--- src/rtl/linear_alloc_sched_pkg.sv ---
// rtl/linear_alloc_sched_pkg.sv - TauCfg shared sizing constants for the linear allocation scheduler
package TauCfg;
  localparam int N_ICFG         = 4;
  localparam int DBW            = 8;
  localparam int LOCAL_ADDR_BW0 = 10;
  // id/count width must also hold the value N_ICFG itself
  localparam int ICFG_BW        = $clog2(N_ICFG + 1);
endpackage

--- src/rtl/linear_alloc_sched_id_fifo.sv ---
// rtl/linear_alloc_sched_id_fifo.sv - sched_id_fifo: expected retirement id queue
import TauCfg::*;

module sched_id_fifo #(
  parameter int DEPTH = 2,
  parameter int W     = ICFG_BW
) (
  input  logic         i_clk,
  input  logic         i_rst,
  input  logic         push,
  input  logic [W-1:0] push_data,
  input  logic         pop,
  output logic [W-1:0] head,
  output logic         empty
);
  localparam int PW = (DEPTH > 1) ? $clog2(DEPTH) : 1;
  localparam int CW = $clog2(DEPTH + 1);

  logic [W-1:0]  mem [DEPTH];
  logic [PW-1:0] wr_ptr;
  logic [PW-1:0] rd_ptr;
  logic [CW-1:0] count;

  assign head  = mem[rd_ptr];
  assign empty = (count == '0);

  always_ff @(posedge i_clk or negedge i_rst) begin
    if (!i_rst) begin
      for (int i = 0; i < DEPTH; i++) mem[i] <= '0;
      wr_ptr <= '0;
      rd_ptr <= '0;
      count  <= '0;
    end else begin
      if (push) begin
        mem[wr_ptr] <= push_data;
        wr_ptr      <= (wr_ptr == PW'(DEPTH - 1)) ? '0 : wr_ptr + PW'(1);
      end
      if (pop) rd_ptr <= (rd_ptr == PW'(DEPTH - 1)) ? '0 : rd_ptr + PW'(1);
      case ({push, pop})
        2'b10:   count <= count + CW'(1);
        2'b01:   count <= count - CW'(1);
        default: count <= count;
      endcase
    end
  end
endmodule

--- src/rtl/linear_alloc_sched.sv ---
// rtl/linear_alloc_sched.sv - linear SRAM allocation scheduler; SCHED_ID_CHECK_EN adds in-order retirement id checking
import TauCfg::*;

module linear_alloc_sched #(
  parameter int LBW     = LOCAL_ADDR_BW0,
  parameter int MAX_OUT = 2
) (
  input  logic               i_clk,
  input  logic               i_rst,
  input  logic               i_cfg_rdy,
  output logic               o_cfg_ack,
  input  logic [ICFG_BW-1:0] i_cfg_num,
  input  logic [LBW-1:0]     i_cfg_linear [N_ICFG],
  input  logic [LBW:0]       i_cfg_size   [N_ICFG],
  input  logic [N_ICFG-1:0]  i_cfg_skip,
  input  logic [DBW-1:0]     i_cfg_padv   [N_ICFG],
  output logic               o_alloc_linear_rdy,
  input  logic               i_alloc_linear_ack,
  output logic [LBW-1:0]     o_linear,
  output logic [ICFG_BW-1:0] o_linear_id,
  output logic [LBW:0]       o_size,
  output logic               o_skip,
  output logic [DBW-1:0]     o_padv,
  input  logic               i_done_linear_rdy,
  output logic               o_done_linear_ack,
  input  logic [ICFG_BW-1:0] i_done_linear_id,
  output logic               o_block_done_rdy,
  input  logic               i_block_done_ack,
  output logic               o_err
);
  localparam int OW = $clog2(MAX_OUT + 1);
  localparam int IW = (N_ICFG > 1) ? $clog2(N_ICFG) : 1;

  typedef enum logic [3:0] {
    IDLE  = 4'b0001,
    ISSUE = 4'b0010,
    DRAIN = 4'b0100,
    DONE  = 4'b1000
  } Fsm;

  Fsm                 state;
  logic [ICFG_BW-1:0] idx;
  logic [ICFG_BW-1:0] num;
  logic [OW-1:0]      outstanding;
  logic [OW-1:0]      next_out;
  logic               err;
  logic [LBW-1:0]     cfg_linear [N_ICFG];
  logic [LBW:0]       cfg_size   [N_ICFG];
  logic [N_ICFG-1:0]  cfg_skip;
  logic [DBW-1:0]     cfg_padv   [N_ICFG];
  logic [IW-1:0]      idx_sel;
  logic               alloc_fire;
  logic               done_fire;
  logic               id_bad;

  // acks are gated by reset so nothing handshakes while reset is held
  assign o_cfg_ack          = i_rst && (state == IDLE) && i_cfg_rdy;
  assign o_alloc_linear_rdy = (state == ISSUE) && (idx < num) && (outstanding < OW'(MAX_OUT));
  assign o_done_linear_ack  = i_rst && ((state == ISSUE) || (state == DRAIN)) && i_done_linear_rdy;
  assign o_block_done_rdy   = (state == DONE);
  assign o_err              = err;

  assign alloc_fire = o_alloc_linear_rdy && i_alloc_linear_ack;
  assign done_fire  = o_done_linear_ack;

  assign idx_sel     = (idx < ICFG_BW'(N_ICFG)) ? idx[IW-1:0] : '0;
  assign o_linear    = cfg_linear[idx_sel];
  assign o_size      = cfg_size[idx_sel];
  assign o_skip      = cfg_skip[idx_sel];
  assign o_padv      = cfg_padv[idx_sel];
  assign o_linear_id = idx;

  always_comb begin
    next_out = outstanding;
    if (alloc_fire && !done_fire)
      next_out = outstanding + OW'(1);
    else if (!alloc_fire && done_fire && (outstanding != '0))
      next_out = outstanding - OW'(1);
  end

`ifdef SCHED_ID_CHECK_EN
  logic [ICFG_BW-1:0] exp_id;
  logic               fifo_empty;

  sched_id_fifo #(
    .DEPTH (MAX_OUT),
    .W     (ICFG_BW)
  ) u_id_fifo (
    .i_clk     (i_clk),
    .i_rst     (i_rst),
    .push      (alloc_fire),
    .push_data (idx),
    .pop       (done_fire && !fifo_empty),
    .head      (exp_id),
    .empty     (fifo_empty)
  );

  assign id_bad = done_fire && (fifo_empty || (i_done_linear_id != exp_id));
`else
  logic unused_done_id;
  assign unused_done_id = ^i_done_linear_id;
  assign id_bad         = 1'b0;
`endif

  always_ff @(posedge i_clk or negedge i_rst) begin
    if (!i_rst) begin
      state       <= IDLE;
      idx         <= '0;
      num         <= '0;
      outstanding <= '0;
      err         <= 1'b0;
      cfg_skip    <= '0;
      for (int i = 0; i < N_ICFG; i++) begin
        cfg_linear[i] <= '0;
        cfg_size[i]   <= '0;
        cfg_padv[i]   <= '0;
      end
    end else begin
      if ((((state == IDLE) || (state == DONE)) && i_done_linear_rdy) || id_bad)
        err <= 1'b1;
      outstanding <= next_out;
      if (alloc_fire) idx <= idx + ICFG_BW'(1);
      case (state)
        IDLE: begin
          if (o_cfg_ack) begin
            num      <= i_cfg_num;
            idx      <= '0;
            cfg_skip <= i_cfg_skip;
            for (int i = 0; i < N_ICFG; i++) begin
              cfg_linear[i] <= i_cfg_linear[i];
              cfg_size[i]   <= i_cfg_size[i];
              cfg_padv[i]   <= i_cfg_padv[i];
            end
            state <= (i_cfg_num == '0) ? DONE : ISSUE;
          end
        end
        ISSUE: if (alloc_fire && ((idx + ICFG_BW'(1)) == num)) state <= DRAIN;
        DRAIN: if (next_out == '0) state <= DONE;
        DONE:  if (i_block_done_ack) state <= IDLE;
        default: state <= IDLE;
      endcase
    end
  end
endmodule

--- config.mk ---
export PLATFORM = sky130hd
export DESIGN_NAME = linear_alloc_sched
export DESIGN_NICKNAME = d
export VERILOG_FILES = /design/src/rtl/linear_alloc_sched_pkg.sv /design/src/rtl/linear_alloc_sched_id_fifo.sv /design/src/rtl/linear_alloc_sched.sv
export SDC_FILE = /design/constraint.sdc
export NUM_CORES = 1
export LEC_CHECK = 0
export ABC_AREA = 1
export ABC_CLOCK_PERIOD_IN_PS = 1600
export CAP_MARGIN = 20
export CORE_ASPECT_RATIO = 1.1
export CORE_MARGIN = 4
export CORE_UTILIZATION = 35
export CTS_CLUSTER_DIAMETER = 120
export DETAILED_ROUTE_END_ITERATION = 12
export GPL_TIMING_DRIVEN = 0
export PLACE_DENSITY = 0.73
export SLEW_MARGIN = 20
export SYNTH_ARGS = -nofsm -noshare
export SYNTH_HDL_FRONTEND = slang
export SYNTH_SLANG_ARGS = --single-unit
--- constraint.sdc ---
create_clock -name i_clk -period 1.6 [get_ports i_clk]
set_input_delay 0.16 -clock i_clk [delete_from_list [all_inputs] [get_ports i_clk]]
set_output_delay 0.16 -clock i_clk [all_outputs]
set_load 0.02 [all_outputs]
==> metrics.md, run 1 <==
| Metric | Value |
|---|---|
| Final Power | 8.16 mW |
| Post-Route WL | 23700 um |
| GR Util met3 | 0.0374 |
| Final worst slack | -0.485 ns |
| Cell Area, Synth | 6180 um2 |
| IO buf count | 166 |
| Cell count along the critical path | 7 |
| CP cell instances | nor2_4 > buf_12 > buf_8 > nor2_1 > a211oi_2 > a21oi_2 > buf_6 |
| CP endpoint | o_size[4] |
| GRT Total Usage | 0.205 |
| Routed vias/inst | 5.04 |
| CP top delay family | flip-flops |
| Clock Skew | 0.00898 ns |
| Drt wl/cell | 19.0 um |
| Critical path peak fanout | 5 |
| Clock power frac | 0.502 |
| Buffer depth of the longest clock path | 2 |
| DRT Pass-1 Iters | 5 |
| Max Slew Vio Count | 0 |
| Initial antenna violation count | 0 |
| Net Sw Power | 1.83 mW |
| Pre-CTS setup slack | -0.989 ns |
| DRC | 0 |
| Total gr overflow | 0 |
| CP Capture Type | primary output |
| Sequential cell area | 3330 um2 |
| Register bit total from synthesis | 133 |
| Post-synthesis net count | 897 |
| Final min period | 2.08 ns |
| Max_slew headroom | 0.573 |
| Routability cong. | 0.835 |
| Sw frac | 0.224 |
| Leakage | 5.47 nW |
| Die height | 147 um |
| Final design utilization | 0.654 |
| Total number of vias | 6264 |
| Vias in the first global route | 5976 |
| First-pass GRT wire length | 31400 um |
| Met1 Track Usage GR | 0.259 |
| Worst-margin pin slew | 0.640 ns |
| Sequential power share | 0.417 |
| CP max-delay cell | dfrtp_2 |
| Final Cycle Share | 1.30 |
| Seq/Total Area, Yosys | 0.538 |
| Area Overhead vs Synth | 81.9% |
| Die width | 135 um |
| Floorplan Core Area | 17200 um2 |
| Max-Cap Viols | 0 |
| Total CTS buffers | 17 |
| Worst Path Arrival | 1.92 ns |
| Clk Latency, worst-skew pair | 0.43 ns |
| Status | finished, violations left |
| Number of diodes | 0 |
| # nets final | 1134 |
| Initial cell density of the core | 0.359 |
| Req. time, crit path | 1.44 ns |
| Peak supply drop | 0.757 mV |
| WHS | -0.351 ns |
| CTS tree | built |
| Sink Count | 133 |
| Hold Vio Cnt, Final | 49 |
| Worst Setup SP | o_linear_id[2] |
| Reg2Reg Depth | 13 |
| Max Clk Rate | 480 MHz |
| Die footprint | 19900 um2 |
| # setup viols final | 164 |
| Logic pwr share | 0.080 |
| R2r endpoint | state[3] |
| Share of layout cells above drive strength 1 | 0.470 |
| GRT Max-Usage Layer | met2 |
| Synth unique cells | 29 |
| Htree depth | 4 |
| Multi-input gate area | 3710 um2 |
| Critical path class | flop to primary output |
| Max incr delay on CP | 0.46 ns |
| Critical Path Start Type | flop |
| RSZ-0062 raised after global routing | yes |
| Worst R2R Setup Slack | -0.29 ns |
| Largest net degree at the start of global routing | 85 |
| Int Power | 6.33 mW |
| Failing checks | negative hold slack, negative setup slack |
| Worst Hold Class | input pin to async pin |
| Clk slew on worst S/H paths | 0.06 ns |
| Grt met2 use | 0.349 |
| Initial DRC Count | 338 |
| Reg-to-Reg Start | o_linear_id[2] |
| PD cells | 726 nW/um2 |
| Prevailing post-synth register cell | dfrtp_1 |
| Synthesized netlist cell count | 760 |
| Fillcell total | 1268 |
| Root buffer selected by CTS | clkbuf_16 |
| Async SR Flop Fraction | 1.00 |
| ANT nets after route | 0 |
| Ys Warns | 0 |
| # rows | 50 |
| Final HPWL DP | 14000 um |
| Number of I/O pins | 170 |
| Crit path buf inv count | 3 |
| Number of synthesized flops with an enable pin | 0 |
| Avg Cell Area, Syn | 8.14 um2 |
## worst min-delay path by stage
stage                     startpoint             to  slack (ns)  cells after the start
final                          i_rst    cfg_padv[2]       -0.35                      1
after CTS                      i_rst    cfg_padv[2]       -0.35                      1
after detailed placement       i_rst    cfg_padv[2]         0.1                      1
after global placement         o_err          o_err        0.45                      2
after floorplan                i_rst  cfg_linear[0]       -0.14                      0
after global routing           i_rst    cfg_padv[2]       -0.33                      1
## area by class of cell
class	instances	area share
Clock buffer	17	0.0378
Inverter	53	0.0190
Buffer	45	0.0554
Timing Repair Buffer	218	0.219
Tap cell	234	0.0260
Clock inverter	15	0.0167
Sequential cell	133	0.296
Multi-Input combinational cell	529	0.330
## flip-flops by register name, summed over array words and instances (netlist names), 2 cells and up
register	cells
cfg_skip	4
cfg_size	44
o_linear_id	3
outstanding	2
num	3
state	4
cfg_padv	32
cfg_linear	40
## logic make-up (layout without fill, tap and decap cells)
group           Yosys count  in the layout  share of synthesized area
xor+xnor                  2              2                    0.00283
compound gates          132            132                      0.126
flops                   133            133                      0.538
buf+inv                  98            348                     0.0737
simple gates            390            390                      0.249
fa+ha+maj                 5              5                     0.0101
## power by group through the flow
stage	sequential [mW]	clock (mW)	combinational, mW
2_1_floorplan	3.46	0	0.159
3_3_place_gp	3.46	0	0.573
3_5_place_dp	3.47	0	0.593
4_1_cts	3.41	4.12	0.612
5_1_grt	3.41	4.27	0.718
6_report	3.41	4.10	0.656
## Yosys cell counts (9+ instances only)
master / count / share of area
nand2_1: 325 / 0.20
dfrtp_1: 132 / 0.53
inv_1: 50 / 0.030
nor2_1: 42 / 0.025
a21oi_1: 33 / 0.027
a211oi_1: 30 / 0.036
o22ai_1: 30 / 0.030
o21ai_1: 29 / 0.023
buf_2: 16 / 0.013
clkbuf_1: 15 / 0.0091
buf_4: 10 / 0.012
nand3_1: 9 / 0.0073
## through the flow
step	instances	hold slack, ns	cell area [um2]	TNS, ns
2_1_floorplan	760	-0.136	6340	-0.515
3_3_place_gp	1160	0.449	8290	-1378.72
3_5_place_dp	1161	0.0996	8330	-36.57
4_1_cts	1207	-0.349	9470	-13.91
5_1_grt	1244	-0.330	11200	-43.18
6_report	1244	-0.351	11200	-32.34
## what timing repair did
item / CTS / global route
buffers inserted: 12 / 17
gates cloned: 2 / 20
pin swaps: 6 / 72
endpoints found under the hold margin: 49 / 48
setup endpoints to repair: 162 / 166
resized for setup: 288 / 376
## cells in the final DEF (no fill, tap or decap), types with 5 or more instances in the layout
master / n
a211oi_2: 29
a21oi_2: 31
buf_12: 15
buf_2: 10
buf_4: 23
buf_6: 39
buf_8: 17
clkbuf_16: 36
clkbuf_4: 6
clkdlybuf4s50_1: 128
clkinv_2: 6
clkinvlp_4: 5
dfrtp_1: 129
inv_1: 46
nand2_1: 168
nand2_2: 111
nand2_4: 51
nand3_1: 5
nor2_1: 32
nor2_2: 11
o21ai_1: 10
o21ai_2: 26
o22ai_2: 26
## worst register-to-register path: stages (launching register included)
cell and delay (ns):
dfrtp_2 0.46, buf_4 0.16, ha_1 0.20, nor2_2 0.10, nand3_2 0.14, a21oi_4 0.18, nand3_2 0.11, nand2_1 0.07
nand2_1 0.05, nand2_1 0.07, nand2_1 0.07, nand2_2 0.09, nand3_1 0.07, nand2_1 0.06
## routing by layer
layer / up-vias / share of wire
li1: 2924 / -
met1: 3079 / 0.39
met2: 207 / 0.52
met3: 54 / 0.048
met4: 0 / 0.037
met5: - / 0
No activity file was read; power rests on OpenSTA's default activity.
==> run 2: changes to the inputs <==
--- a/config.mk
+++ b/config.mk
@@ -8,10 +8,9 @@
 export ABC_AREA = 1
 export ABC_CLOCK_PERIOD_IN_PS = 1600
 export CAP_MARGIN = 20
-export CORE_ASPECT_RATIO = 1.1
 export CORE_MARGIN = 4
 export CORE_UTILIZATION = 35
-export CTS_CLUSTER_DIAMETER = 120
+export CTS_CLUSTER_DIAMETER = 100
 export DETAILED_ROUTE_END_ITERATION = 12
 export GPL_TIMING_DRIVEN = 0
 export PLACE_DENSITY = 0.73
==> metrics.md, run 2 (synthesized netlist as in run 1, its figures left out) <==
| Metric | Value |
|---|---|
| Die footprint | 19900 um2 |
| # rows | 48 |
| Critical Path Start Type | flop |
| CTS tree | built |
| RSZ-0062 raised after global routing | yes |
| Worst Path Arrival | 1.87 ns |
| Max Clk Rate | 493 MHz |
| Routability cong. | 0.814 |
| Critical path class | flop to primary output |
| Vias in the first global route | 6250 |
| Area Overhead vs Synth | 81.3% |
| Final Cycle Share | 1.27 |
| Drt wl/cell | 19.0 um |
| Leakage | 5.29 nW |
| TNS Setup | -26.87 ns |
| Max-Cap Viols | 0 |
| Fin cells | 1240 |
| Initial DRC Count | 295 |
| Failing checks | negative hold slack, negative setup slack |
| Final Power | 8.01 mW |
| Worst-margin pin slew | 0.592 ns |
| Number of diodes | 0 |
| Buffer depth of the longest clock path | 2 |
| DP Cell Count | 1152 |
| Req. time, crit path | 1.44 ns |
| Clk slew on worst S/H paths | 0.06 ns |
| Initial cell density of the core | 0.357 |
| Max reg flops | 44 |
| CP top delay family | buffers and inverters |
| Total number of vias | 6310 |
| Most common cell after layout, fill and taps aside | nand2_1 |
| Critical path peak fanout | 6 |
| Max incr delay on CP | 0.44 ns |
| Initial antenna violation count | 0 |
| Design Area, Final | 11200 um2 |
| Regs by FF count | cfg_size x44, cfg_linear x40, cfg_padv x32 |
| Die width | 141 um |
| WHS | -0.355 ns |
| Total CTS buffers | 17 |
| Status | finished, violations left |
| CP cell instances | nor2_4 > buf_12 > inv_8 > clkbuf_16 > o22ai_2 > a21oi_2 > buf_4 |
| GRT Total Usage | 0.215 |
| Sink Count | 133 |
| PD cells | 714 nW/um2 |
| Share of layout cells above drive strength 1 | 0.413 |
| CP Capture Type | primary output |
| DRC | 0 |
| Post-Route WL | 23600 um |
| Number of I/O pins | 170 |
| DRT Pass-1 Iters | 5 |
| Top reg by flops | cfg_size |
| IO buf count | 166 |
| Die height | 141 um |
| Most frequent cells in the layout | 217 x nand2_1, 129 x dfrtp_1, 128 x clkdlybuf4s50_1 |
| First-pass GRT wire length | 33300 um |
| Final HPWL DP | 14000 um |
| ANT nets after route | 0 |
| Worst Hold Class | input pin to async pin |
| Final worst slack | -0.428 ns |
| Final min period | 2.03 ns |
| Peak supply drop | 0.752 mV |
| CP max-delay cell | dfrtp_2 |
| Max_slew headroom | 0.606 |
| Hold Vio Cnt, Final | 48 |
| Max Slew Vio Count | 0 |
| # setup viols final | 140 |
| Crit path buf inv count | 4 |
| Root buffer selected by CTS | clkbuf_16 |
| Total gr overflow | 0 |
| Routed vias/inst | 5.09 |
| Clk Latency, worst-skew pair | 0.43 ns |
| Placed cell area | 8310 um2 |
| Floorplan Core Area | 17300 um2 |
| Largest net degree at the start of global routing | 86 |
| Htree depth | 4 |
| Clock Skew | 0.0151 ns |
| # nets final | 1139 |
run 2: changes by cell type in the layout (fill, tap and decap cells not counted), moves of 5 or more:
| cell | before | now |
|---|---|---|
| clkbuf_16 | 36 | 41 |
| nand2_1 | 168 | 217 |
| buf_8 | 17 | 12 |
| buf_4 | 23 | 37 |
| clkbuf_8 | 0 | 8 |
| nand2_2 | 111 | 78 |
| o22ai_4 | 4 | 14 |
| buf_2 | 10 | 3 |
| o21ai_2 | 26 | 9 |
| clkinvlp_4 | 5 | 0 |
| o21ai_1 | 10 | 25 |
| o22ai_2 | 26 | 16 |
| nand2_4 | 51 | 35 |
run 2: report_power, final:
part           leakage (nW)  switching [mW]  total, mW  internal [mW]
combinational          3.34           0.282      0.659          0.378
sequential             1.66          0.0239       3.41           3.39
clock                 0.294            1.48       3.93           2.45
run 2: per-layer routing:
metal	global-route usage	wire length, um	up-vias
li1	-	-	2943
met1	0.285	9590	3080
met2	0.346	11700	240
met3	0.0556	1510	47
met4	0.0673	722	0
met5	0	0	-
run 2: layout make-up:
cell class | count | area, um2
Inverter | 53 | 214
Multi-Input combinational cell | 529 | 3570
Fill cell | 1351 | 6090
Tap cell | 225 | 282
Timing Repair Buffer | 224 | 2530
Sequential cell | 133 | 3330
Buffer | 44 | 694
Clock inverter | 8 | 97.6
Clock buffer | 24 | 492
run 2: metrics by stage:
step           hold slack (ns)   util  setup slack (ns)
2_1_floorplan           -0.136      -            -0.131
3_3_place_gp             0.450  0.479             -5.82
3_5_place_dp            0.0932  0.481             -1.06
4_1_cts                 -0.348  0.574            -0.428
5_1_grt                 -0.336  0.648            -0.509
6_report                -0.355  0.648            -0.428
run 2: what timing repair did:
action / 4_1_cts / 5_1_grt
gates resized for setup: 361 / 243
hold endpoints to repair: 48 / 47
pin swaps: 19 / 69
endpoints found under the setup margin: 164 / 167
buffers inserted: 21 / 16
gates cloned: 7 / 16
run 2: worst paths after layout:
| path | start | to | slack [ns] | depth (start not counted) |
|---|---|---|---|---|
| setup / recovery | o_linear_id[2] | o_padv[0] | -0.43 | 7 |
| hold / removal | i_rst | cfg_padv[10] | -0.35 | 1 |
| setup reg to reg | o_linear_id[0] | state[1] | -0.34 | 11 |
| hold reg to reg | o_err | o_err | 0.46 | 2 |
| max in group asynchronous | i_rst | cfg_skip[2] | 1.19 | 2 |
| min in group i_clk | i_cfg_size[6] | cfg_size[6] | 0.26 | 3 |
run 2: worst register-to-register path, stage by stage, from the launching register on:
cell     delay, ns
dfrtp_2       0.42
buf_4         0.15
buf_4         0.15
ha_1          0.24
xor2_2        0.17
or2_1         0.21
nand3_1       0.10
nor2_2        0.05
nor2_2        0.15
nor2_4        0.05
nand3_1       0.07
nand2_1       0.06
==> run 3: changes to the inputs <==
--- a/config.mk
+++ b/config.mk
@@ -6,15 +6,16 @@
 export NUM_CORES = 1
 export LEC_CHECK = 0
 export ABC_AREA = 1
-export ABC_CLOCK_PERIOD_IN_PS = 1600
+export ABC_CLOCK_PERIOD_IN_PS = 2200
 export CAP_MARGIN = 20
 export CORE_MARGIN = 4
 export CORE_UTILIZATION = 35
 export CTS_CLUSTER_DIAMETER = 100
 export DETAILED_ROUTE_END_ITERATION = 12
 export GPL_TIMING_DRIVEN = 0
-export PLACE_DENSITY = 0.73
+export PLACE_DENSITY = 0.7
 export SLEW_MARGIN = 20
 export SYNTH_ARGS = -nofsm -noshare
 export SYNTH_HDL_FRONTEND = slang
 export SYNTH_SLANG_ARGS = --single-unit
+export TNS_END_PERCENT = 100
==> constraint.sdc (replaced) <==
create_clock -name i_clk -period 2.2 [get_ports i_clk]
set_input_delay 0.22 -clock i_clk [delete_from_list [all_inputs] [get_ports i_clk]]
set_output_delay 0.22 -clock i_clk [all_outputs]
set_load 0.02 [all_outputs]
==> metrics.md, run 3 (synthesized netlist as in run 1, its figures left out) <==
| Metric | Value |
|---|---|
| Status | complete, no violations |
| Clk slew on worst S/H paths | 0.06 ns |
| # setup viols final | 0 |
| Htree depth | 4 |
| Regs by FF count | cfg_size x44, cfg_linear x40, cfg_padv x32 |
| Most frequent cells in the layout | 325 x nand2_1, 132 x clkdlybuf4s50_1, 130 x dfrtp_1 |
| Critical Path Start Type | flop |
| DP Cell Count | 1152 |
| Max Slew Vio Count | 0 |
| Initial DRC Count | 283 |
| Final min period | 2.15 ns |
| Routed vias/inst | 4.83 |
| Worst-margin pin slew | 0.589 ns |
| Cell count along the critical path | 7 |
| Top reg by flops | cfg_size |
| Clk Latency, worst-skew pair | 0.42 ns |
| Max-Cap Viols | 0 |
| Routability cong. | 0.822 |
| Floorplan Core Area | 17300 um2 |
| Max_slew headroom | 0.608 |
| Share of layout cells above drive strength 1 | 0.160 |
| IO buf count | 166 |
| Critical path class | flop to primary output |
| Largest net degree at the start of global routing | 90 |
| TNS Setup | 0 ns |
| Reg2Reg Depth | 13 |
| CTS tree | built |
| Most common cell after layout, fill and taps aside | nand2_1 |
| ANT nets after route | 0 |
| Clock Skew | 0.00480 ns |
| Fin cells | 1191 |
| Number of cells on the worst hold path | 3 |
| # rows | 48 |
| Final Cycle Share | 0.978 |
| Die footprint | 19900 um2 |
| Worst Path Arrival | 1.93 ns |
| First-pass GRT wire length | 31000 um |
| DRC | 0 |
| Total gr overflow | 0 |
| Die height | 141 um |
| Vias in the first global route | 5787 |
| Req. time, crit path | 1.98 ns |
| Sink Count | 133 |
| Total number of vias | 5753 |
| CP cell instances | nor2_4 > buf_12 > clkinvlp_4 > buf_8 > o22ai_1 > a21oi_1 > buf_4 |
| DRT Pass-1 Iters | 4 |
| Worst Hold Class | input pin to flop |
| PD cells | 678 nW/um2 |
| Total CTS buffers | 17 |
| CP max-delay cell | dfrtp_2 |
| CP top delay family | buffers and inverters |
| Die width | 141 um |
| Initial antenna violation count | 1 |
| Max reg flops | 44 |
| Final HPWL DP | 13700 um |
| Buffer depth of the longest clock path | 2 |
| # nets final | 1089 |
| Max incr delay on CP | 0.48 ns |
| Drt wl/cell | 16.5 um |
| Max Clk Rate | 465 MHz |
| Hold Vio Cnt, Final | 0 |
| Worst R2R Setup Slack | 0.29 ns |
| Peak supply drop | 0.584 mV |
| GRT Total Usage | 0.201 |
| Number of I/O pins | 170 |
| Crit path buf inv count | 4 |
| Area Overhead vs Synth | 45.9% |
| Leakage | 4.58 nW |
| Root buffer selected by CTS | clkbuf_16 |
| Post-Route WL | 19700 um |
| CP Capture Type | primary output |
| Critical path peak fanout | 10 |
| Initial cell density of the core | 0.357 |
[run 3: changes by cell type in the layout (fill, tap and decap cells not counted), sizes merged]
cell           change
buf               -34
clkbuf            -26
clkdlybuf4s50      +4
clkinvlp           +4
bufinv             +3
inv                -2
clkinv             -1
diode              +1
dlygate4sd3        +1
dlymetal6s2s       +1
[run 3: timing repair]
| action | 4_1_cts | 5_1_grt |
|---|---|---|
| buffers inserted | 2 | 3 |
| resized for setup | 175 | 34 |
| hold endpoints to repair | 44 | 0 |
| hold buffers | 2 | 0 |
| endpoints found under the setup margin | 32 | 33 |
| pin swaps | 4 | 5 |
[run 3: metal layers]
layer	vias to the layer above	GRT usage	routed length, um
li1	2814	-	-
met1	2738	0.274	8810
met2	180	0.328	9340
met3	21	0.0458	1270
met4	0	0.0495	252
met5	-	0	0
[run 3: per-stage QoR]
stage / total power [mW] / utilization / hold slack [ns] / setup slack (ns) / instance area, um2
3_3_place_gp: 2.93 / 0.470 / 0.445 / -5.68 / 8130
3_5_place_dp: 2.95 / 0.472 / 0.140 / -0.490 / 8160
4_1_cts: 6.16 / 0.514 / 0.316 / -0.00952 / 8900
5_1_grt: 6.30 / 0.521 / 0.333 / -0.0255 / 9020
6_report: 6.11 / 0.521 / 0.327 / 0.0494 / 9020
2_1_floorplan: 2.63 / - / -0.0756 / 0.348 / 6180
[run 3: worst paths after layout]
kind,to,startpoint
worst max-delay path,o_size[2],o_linear_id[2]
worst min-delay path,cfg_size[9],i_cfg_size[9]
worst max register to register,state[1],o_linear_id[1]
worst min register to register,cfg_skip[1],cfg_skip[1]
max in group asynchronous,cfg_linear[37],i_rst
min in group asynchronous,o_err,i_rst
[run 3: final cells by class]
type                            instances  area (um2)
Buffer                                 44         333
Inverter                               53         205
Clock inverter                         12         200
Clock buffer                           20         467
Tap cell                              225         282
Timing Repair Buffer                  174        1670
Antenna cell                            1        2.50
Fill cell                            1695        8280
Multi-Input combinational cell        529        2530
Sequential cell                       133        3330
[run 3: worst min-delay path, delay by kind of cell]
| family | cells | cell delay (ns) |
|---|---|---|
| buf+inv | 1 | 0.39 |
| simple gates | 2 | 0.10 |
[run 3: power breakdown]
group / leakage [nW] / total [mW] / switching, mW / internal, mW
combinational: 2.60 / 0.436 / 0.178 / 0.258
sequential: 1.66 / 2.47 / 0.00991 / 2.46
clock: 0.318 / 3.20 / 1.10 / 2.10
